===== src/rtl/chain_route_ctrl_if.sv =====
// Bus bundle for the daisy-chain route table builder.
// Groups the build handshake, the resulting chain summary and the
// table read port so the controller and its user share one port.
interface chain_route_ctrl_if #(
    parameter int NUM_DEV = 18,
    parameter int IDX_W   = 5
);
    logic               start;
    logic [NUM_DEV:0]   active_chains;
    logic               busy;
    logic               done;
    logic [IDX_W-1:0]   chain_len;
    logic [IDX_W-1:0]   first_node;
    logic [IDX_W-1:0]   last_node;
    logic [IDX_W-1:0]   rd_addr;
    logic [IDX_W-1:0]   rd_tdi;
    logic [IDX_W-1:0]   rd_tdo;

    modport master (
        output start,
        output active_chains,
        output rd_addr,
        input  busy,
        input  done,
        input  chain_len,
        input  first_node,
        input  last_node,
        input  rd_tdi,
        input  rd_tdo
    );

    modport slave (
        input  start,
        input  active_chains,
        input  rd_addr,
        output busy,
        output done,
        output chain_len,
        output first_node,
        output last_node,
        output rd_tdi,
        output rd_tdo
    );
endinterface


===== src/rtl/chain_route_ctrl.sv =====
// Daisy-chain route table builder.
// On start, the set of present devices is captured and walked once in
// ascending index order. Each present device gets a TDI source (the
// previous present device, or the FIRST marker) and the previous device
// gets this one as its TDO destination; the last present device drains
// to the LAST marker. Absent devices keep the NULL marker. The finished
// table is readable through a registered one-cycle read port.
module chain_route_ctrl #(
    parameter int NUM_DEV = 18,
    parameter int IDX_W   = 5
) (
    input  logic              clk,
    input  logic              rst,
    chain_route_ctrl_if.slave bus
);
    // Marker values sit just above the real device indices.
    localparam logic [IDX_W-1:0] FIRST_INDEX = IDX_W'(NUM_DEV + 1);
    localparam logic [IDX_W-1:0] LAST_INDEX  = IDX_W'(NUM_DEV + 2);
    localparam logic [IDX_W-1:0] NULL_INDEX  = IDX_W'(NUM_DEV + 3);
    localparam logic [IDX_W-1:0] SCAN_END    = IDX_W'(NUM_DEV);

    // Address width needed to select one of the NUM_DEV+1 table entries.
    localparam int AW = (NUM_DEV > 0) ? $clog2(NUM_DEV + 1) : 1;

    typedef enum logic [1:0] {
        IDLE,
        SCAN,
        COMMIT,
        DONE
    } state_t;

    state_t           state;
    logic [NUM_DEV:0] snap;
    logic [IDX_W-1:0] scan_idx;
    logic [IDX_W-1:0] prev;
    logic [IDX_W-1:0] chain_len;
    logic [IDX_W-1:0] first_node;
    logic [IDX_W-1:0] last_node;
    logic             busy;
    logic             done;
    logic [IDX_W-1:0] rd_tdi;
    logic [IDX_W-1:0] rd_tdo;
    logic [IDX_W-1:0] tdi_tab [NUM_DEV+1];
    logic [IDX_W-1:0] tdo_tab [NUM_DEV+1];

    assign bus.busy       = busy;
    assign bus.done       = done;
    assign bus.chain_len  = chain_len;
    assign bus.first_node = first_node;
    assign bus.last_node  = last_node;
    assign bus.rd_tdi     = rd_tdi;
    assign bus.rd_tdo     = rd_tdo;

    // Build FSM: snapshot, walk one index per cycle, close the chain, hold result.
    always_ff @(posedge clk) begin
        if (rst) begin
            state      <= IDLE;
            busy       <= 1'b0;
            done       <= 1'b0;
            snap       <= '0;
            scan_idx   <= '0;
            prev       <= FIRST_INDEX;
            chain_len  <= '0;
            first_node <= NULL_INDEX;
            last_node  <= NULL_INDEX;
            for (int i = 0; i <= NUM_DEV; i++) begin
                tdi_tab[i] <= NULL_INDEX;
                tdo_tab[i] <= NULL_INDEX;
            end
        end else begin
            case (state)
                IDLE, DONE: begin
                    if (bus.start) begin
                        snap      <= bus.active_chains;
                        scan_idx  <= '0;
                        prev      <= FIRST_INDEX;
                        chain_len <= '0;
                        busy      <= 1'b1;
                        done      <= 1'b0;
                        state     <= SCAN;
                        for (int i = 0; i <= NUM_DEV; i++) begin
                            tdi_tab[i] <= NULL_INDEX;
                            tdo_tab[i] <= NULL_INDEX;
                        end
                    end
                end
                SCAN: begin
                    if (snap[scan_idx[AW-1:0]]) begin
                        tdi_tab[scan_idx[AW-1:0]] <= prev;
                        if (prev == FIRST_INDEX) begin
                            first_node <= scan_idx;
                        end else begin
                            tdo_tab[prev[AW-1:0]] <= scan_idx;
                        end
                        prev      <= scan_idx;
                        chain_len <= chain_len + 1'b1;
                    end
                    if (scan_idx == SCAN_END) begin
                        state <= COMMIT;
                    end else begin
                        scan_idx <= scan_idx + 1'b1;
                    end
                end
                COMMIT: begin
                    if (prev != FIRST_INDEX) begin
                        tdo_tab[prev[AW-1:0]] <= LAST_INDEX;
                        last_node             <= prev;
                    end else begin
                        first_node <= NULL_INDEX;
                        last_node  <= NULL_INDEX;
                        chain_len  <= '0;
                    end
                    busy  <= 1'b0;
                    done  <= 1'b1;
                    state <= DONE;
                end
                default: begin
                    busy  <= 1'b0;
                    done  <= 1'b0;
                    state <= IDLE;
                end
            endcase
        end
    end

    // Registered table read; only a finished table with an in-range address is visible.
    always_ff @(posedge clk) begin
        if (rst) begin
            rd_tdi <= NULL_INDEX;
            rd_tdo <= NULL_INDEX;
        end else if (state == DONE && bus.rd_addr <= SCAN_END) begin
            rd_tdi <= tdi_tab[bus.rd_addr[AW-1:0]];
            rd_tdo <= tdo_tab[bus.rd_addr[AW-1:0]];
        end else begin
            rd_tdi <= NULL_INDEX;
            rd_tdo <= NULL_INDEX;
        end
    end
endmodule


===== src/flat_wrapper.sv =====
// flat-port wrapper written by rule: the top's interface ports become plain ports
module chain_route_ctrl_flat 
#(
    parameter int NUM_DEV = 18,
    parameter int IDX_W   = 5
)
  (clk, rst, bus_start, bus_active_chains, bus_rd_addr, bus_busy, bus_done, bus_chain_len, bus_first_node, bus_last_node, bus_rd_tdi, bus_rd_tdo);
  chain_route_ctrl_if #(.NUM_DEV(NUM_DEV), .IDX_W(IDX_W)) bus_i ();
  input  logic clk;
  input  logic rst;
  input wire logic [$bits(bus_i.start)-1:0] bus_start;
  input wire logic [$bits(bus_i.active_chains)-1:0] bus_active_chains;
  input wire logic [$bits(bus_i.rd_addr)-1:0] bus_rd_addr;
  output wire logic [$bits(bus_i.busy)-1:0] bus_busy;
  output wire logic [$bits(bus_i.done)-1:0] bus_done;
  output wire logic [$bits(bus_i.chain_len)-1:0] bus_chain_len;
  output wire logic [$bits(bus_i.first_node)-1:0] bus_first_node;
  output wire logic [$bits(bus_i.last_node)-1:0] bus_last_node;
  output wire logic [$bits(bus_i.rd_tdi)-1:0] bus_rd_tdi;
  output wire logic [$bits(bus_i.rd_tdo)-1:0] bus_rd_tdo;
  assign bus_i.start = bus_start;
  assign bus_i.active_chains = bus_active_chains;
  assign bus_i.rd_addr = bus_rd_addr;
  assign bus_busy = bus_i.busy;
  assign bus_done = bus_i.done;
  assign bus_chain_len = bus_i.chain_len;
  assign bus_first_node = bus_i.first_node;
  assign bus_last_node = bus_i.last_node;
  assign bus_rd_tdi = bus_i.rd_tdi;
  assign bus_rd_tdo = bus_i.rd_tdo;
  chain_route_ctrl #(.NUM_DEV(NUM_DEV), .IDX_W(IDX_W)) u_core (.clk(clk), .rst(rst), .bus(bus_i));
endmodule

===== config.mk =====
export PLATFORM = sky130hd
export DESIGN_NAME = chain_route_ctrl_flat
export DESIGN_NICKNAME = d
export VERILOG_FILES = /design/src/rtl/chain_route_ctrl_if.sv /design/src/rtl/chain_route_ctrl.sv /design/src/flat_wrapper.sv
export SDC_FILE = /design/constraint.sdc
export NUM_CORES = 1
export LEC_CHECK = 0
export ABC_CLOCK_PERIOD_IN_PS = 2900
export BUFFER_PORTS_ARGS = -buffer_cell sky130_fd_sc_hd__buf_2
export CAP_MARGIN = 20
export CELL_PAD_IN_SITES_DETAIL_PLACEMENT = 0
export CELL_PAD_IN_SITES_GLOBAL_PLACEMENT = 1
export CORE_AREA = 2 2 178 180
export CTS_CLUSTER_SIZE = 24
export DETAILED_ROUTE_END_ITERATION = 12
export DIE_AREA = 0 0 180 182
export PLACE_DENSITY = 0.72
export SLEW_MARGIN = 0
export SYNTH_ARGS = -nofsm -noshare
export SYNTH_HDL_FRONTEND = slang
export SYNTH_SLANG_ARGS = --single-unit

===== constraint.sdc =====
create_clock -name clk -period 2.9 [get_ports clk]
set_clock_uncertainty 0.15 [all_clocks]
set_input_delay 0.58 -clock clk [delete_from_list [all_inputs] [get_ports clk]]
set_output_delay 0.58 -clock clk [all_outputs]
set_load 0.02 [all_outputs]

==> run metrics <==
commonest cells after routing, fill and taps aside edfxtp_1 (248), nand2_1 (185), nor2_1 (139); fill cell count 2676; CP Cell Sequence or3b_1 > o221ai_2 > a22oi_2 > buf_12 > a31o_2 > buf_12 > o31ai_1 > buf_4; YS warnings 0; gpl congestion 0.7921; hold_buf cts 0; hold path depth 3; CTS Sinks 306; Seq/Total Area, Yosys 0.6159; Post-synth EDFFs ~250; Crit. End Element flip-flop; via count 9358; final setup vio count 0; slowest stage delay, CP 0.45 ns; #FFs+latches synth 306; antenna violations before repair 0; die footprint 32760 um2; Clock Latency Late Sink 0.56 ns; number of global-route vias before repair between 9000 and 10000; fin crit period about 2.8 ns; DP HPWL 26040 um; Avg Synthesized Cell Area roughly 13 um2; synth unique cells 71; CP dominant cell by count buf_12; DRT Pass-1 Iters 5; Final Hold Viols 0; maximum fanout along the worst path 28; max-cap viol count 0; Finished Core Util 0.5307; Post-Syn Area between 10000 and 15000 um2; Num CTS Buffers 31; first-pass GRT wire length 57720 um; vias per cell between 5 and 6; Least-Margin Pin Slew 0.9469 ns; unrepaired setup endpoints after global routing no; htree depth 1; largest net degree at the start of global routing 37; Core ar. 30990 um2; Setup CP Type flip-flop to flip-flop; Final ANT Viol Nets 0; WP data required 3.02 ns; initial drt markers 891; Design Area, Final 16440 um2; routing usage on met2 0.3795; Hold/Removal Path Class input pin to flip-flop; Area Growth Syn to Fin 17.66%; grt met1 use 0.3239; clock buffer depth 3; WL/cell around 23 um; DRC viols 0; Startpoint Class flip-flop; R2R setup slack 0.1 ns; Total Nets Final 1240; I/O Buffers 53; placed cell area around 15000 um2; root buffer cell clkbuf_16; slowest CP cell or3b_1; share of layout cells above drive strength 1 0.2716; register area around 8600 um2; Synth Instances 1060; grt total ovfl 0; status completed; most common cell after layout, fill and taps aside edfxtp_1; Tot GR Track Use 0.2306; max_slew headroom 0.3524; Final TNS setup 0 ns; Leak about 5.3 nW; diode count 0; power density cells 718.6 nW/um2; FFs w/ async S/R, synth 0; starting density of the core 0.4510; Worst EP arrival roughly 2.9 ns; final period utilization 0.9672; Die H 182 um; grt peak-use layer met2; top_reg_cell synth edfxtp_1; Worst R2R Path Depth 8; Worst-path clk slew about 0.06 ns; Slew Viols, Final 0; Ports 54; CTS tree yes; Post-Route WL ~37000 um; peak supply drop roughly 0.55 mV; Max Clock Freq ~0.36 GHz; global-route track usage on met3 0.03891; footprint of the multi-input gates roughly 5100 um2; width of the chip ~180 um; total number of placement rows 65
## path summary, 6_finish.rpt
kind,startpoint,endpoint
worst max-delay path,u_core.scan_idx[2],u_core.tdo_tab[15][0]
worst min-delay path,bus_active_chains[11],u_core.snap[11]
worst max register to register,u_core.scan_idx[2],u_core.tdo_tab[15][0]
worst min register to register,u_core.snap[4],u_core.snap[4]
## per-stage QoR
step	worst slack (ns)	total power, mW	hold slack (ns)	std cells
2_1_floorplan	0.1708	6.934	0.2673	1088
3_3_place_gp	0.07750	7.933	0.2938	1568
3_5_place_dp	0.02736	7.962	0.2964	1568
4_1_cts	0.01016	11.81	0.08540	1624
5_1_grt	0.0004468	12.28	0.09387	1628
6_report	0.09522	11.82	0.1050	1628
## layout make-up
class	count	area share
Sequential cell	306	0.5235
Multi-Input combinational cell	694	0.3094
Timing Repair Buffer	157	0.07441
Clock buffer	34	0.04786
Tap cell	402	0.03059
Clock inverter	22	0.01126
Inverter	13	0.002967
## report_power, final
group / switching [mW] / internal, mW / leakage [nW]
logic: 1.61 / 0.933 / 2.20
clock network: 1.66 / 2.21 / 0.483
registers: 0.169 / 5.23 / 2.63
## flip-flops by register name (all words and copies together), names as in the netlist
name / flops
u_core.prev: 5
u_core.bus.first_node: 5
u_core.scan_idx: 5
u_core.bus.rd_tdo: 5
u_core.state: 2
u_core.bus.rd_tdi: 5
u_core.bus.done: 1
u_core.bus.busy: 1
u_core.bus.chain_len: 5
u_core.bus.last_node: 5
u_core.tdo_tab: 124
u_core.snap: 19
u_core.tdi_tab: 124
## cell usage after synthesis (all sizes together), types with 17 or more instances
cell type,instances,area (um2)
edfxtp,248,7447
nand2,185,694.4
clkbuf,36,135.1
a21oi,32,171.4
mux4,72,1622
mux2i,17,170.2
o31ai,26,200.2
nand3,29,150.1
a31o,20,175.2
buf,40,227.7
nor2,139,521.8
dfxtp,58,1161
## critical path, delay by kind of cell, from the launching register on
kind,cells,cell delay [ns]
compound gates,4,0.93
buf+inv,3,0.55
flops,1,0.42
simple gates,1,0.45
## cell families (layout without fill, tap and decap cells)
kind of cell    Yosys count  in the layout  synth area share
simple gates            412            412            0.1253
other cells               1             29         0.0002683
mux                      98             98            0.1355
fa+ha+maj                10             10          0.008953
buf+inv                  89            226           0.02945
xor+xnor                  3              3          0.001880
flops                   306            306            0.6159
compound gates          141            142           0.08272
## metal layers
| metal | routed length, um | part of all wire |
|---|---|---|
| met1 | 15870 | 0.42 |
| met2 | 17900 | 0.48 |
| met3 | 3077 | 0.082 |
| met4 | 639 | 0.017 |
| met5 | 0 | 0 |
## timing repair
item | in CTS | in global routing
cloned | 0 | 1
gates resized for setup | 1 | 3
hold endpoints to repair | 0 | 0
pin swaps | 0 | 4
setup buffers | 0 | 3
endpoints found under the setup margin | 25 | 160
Power figures use the tool's default switching activity.
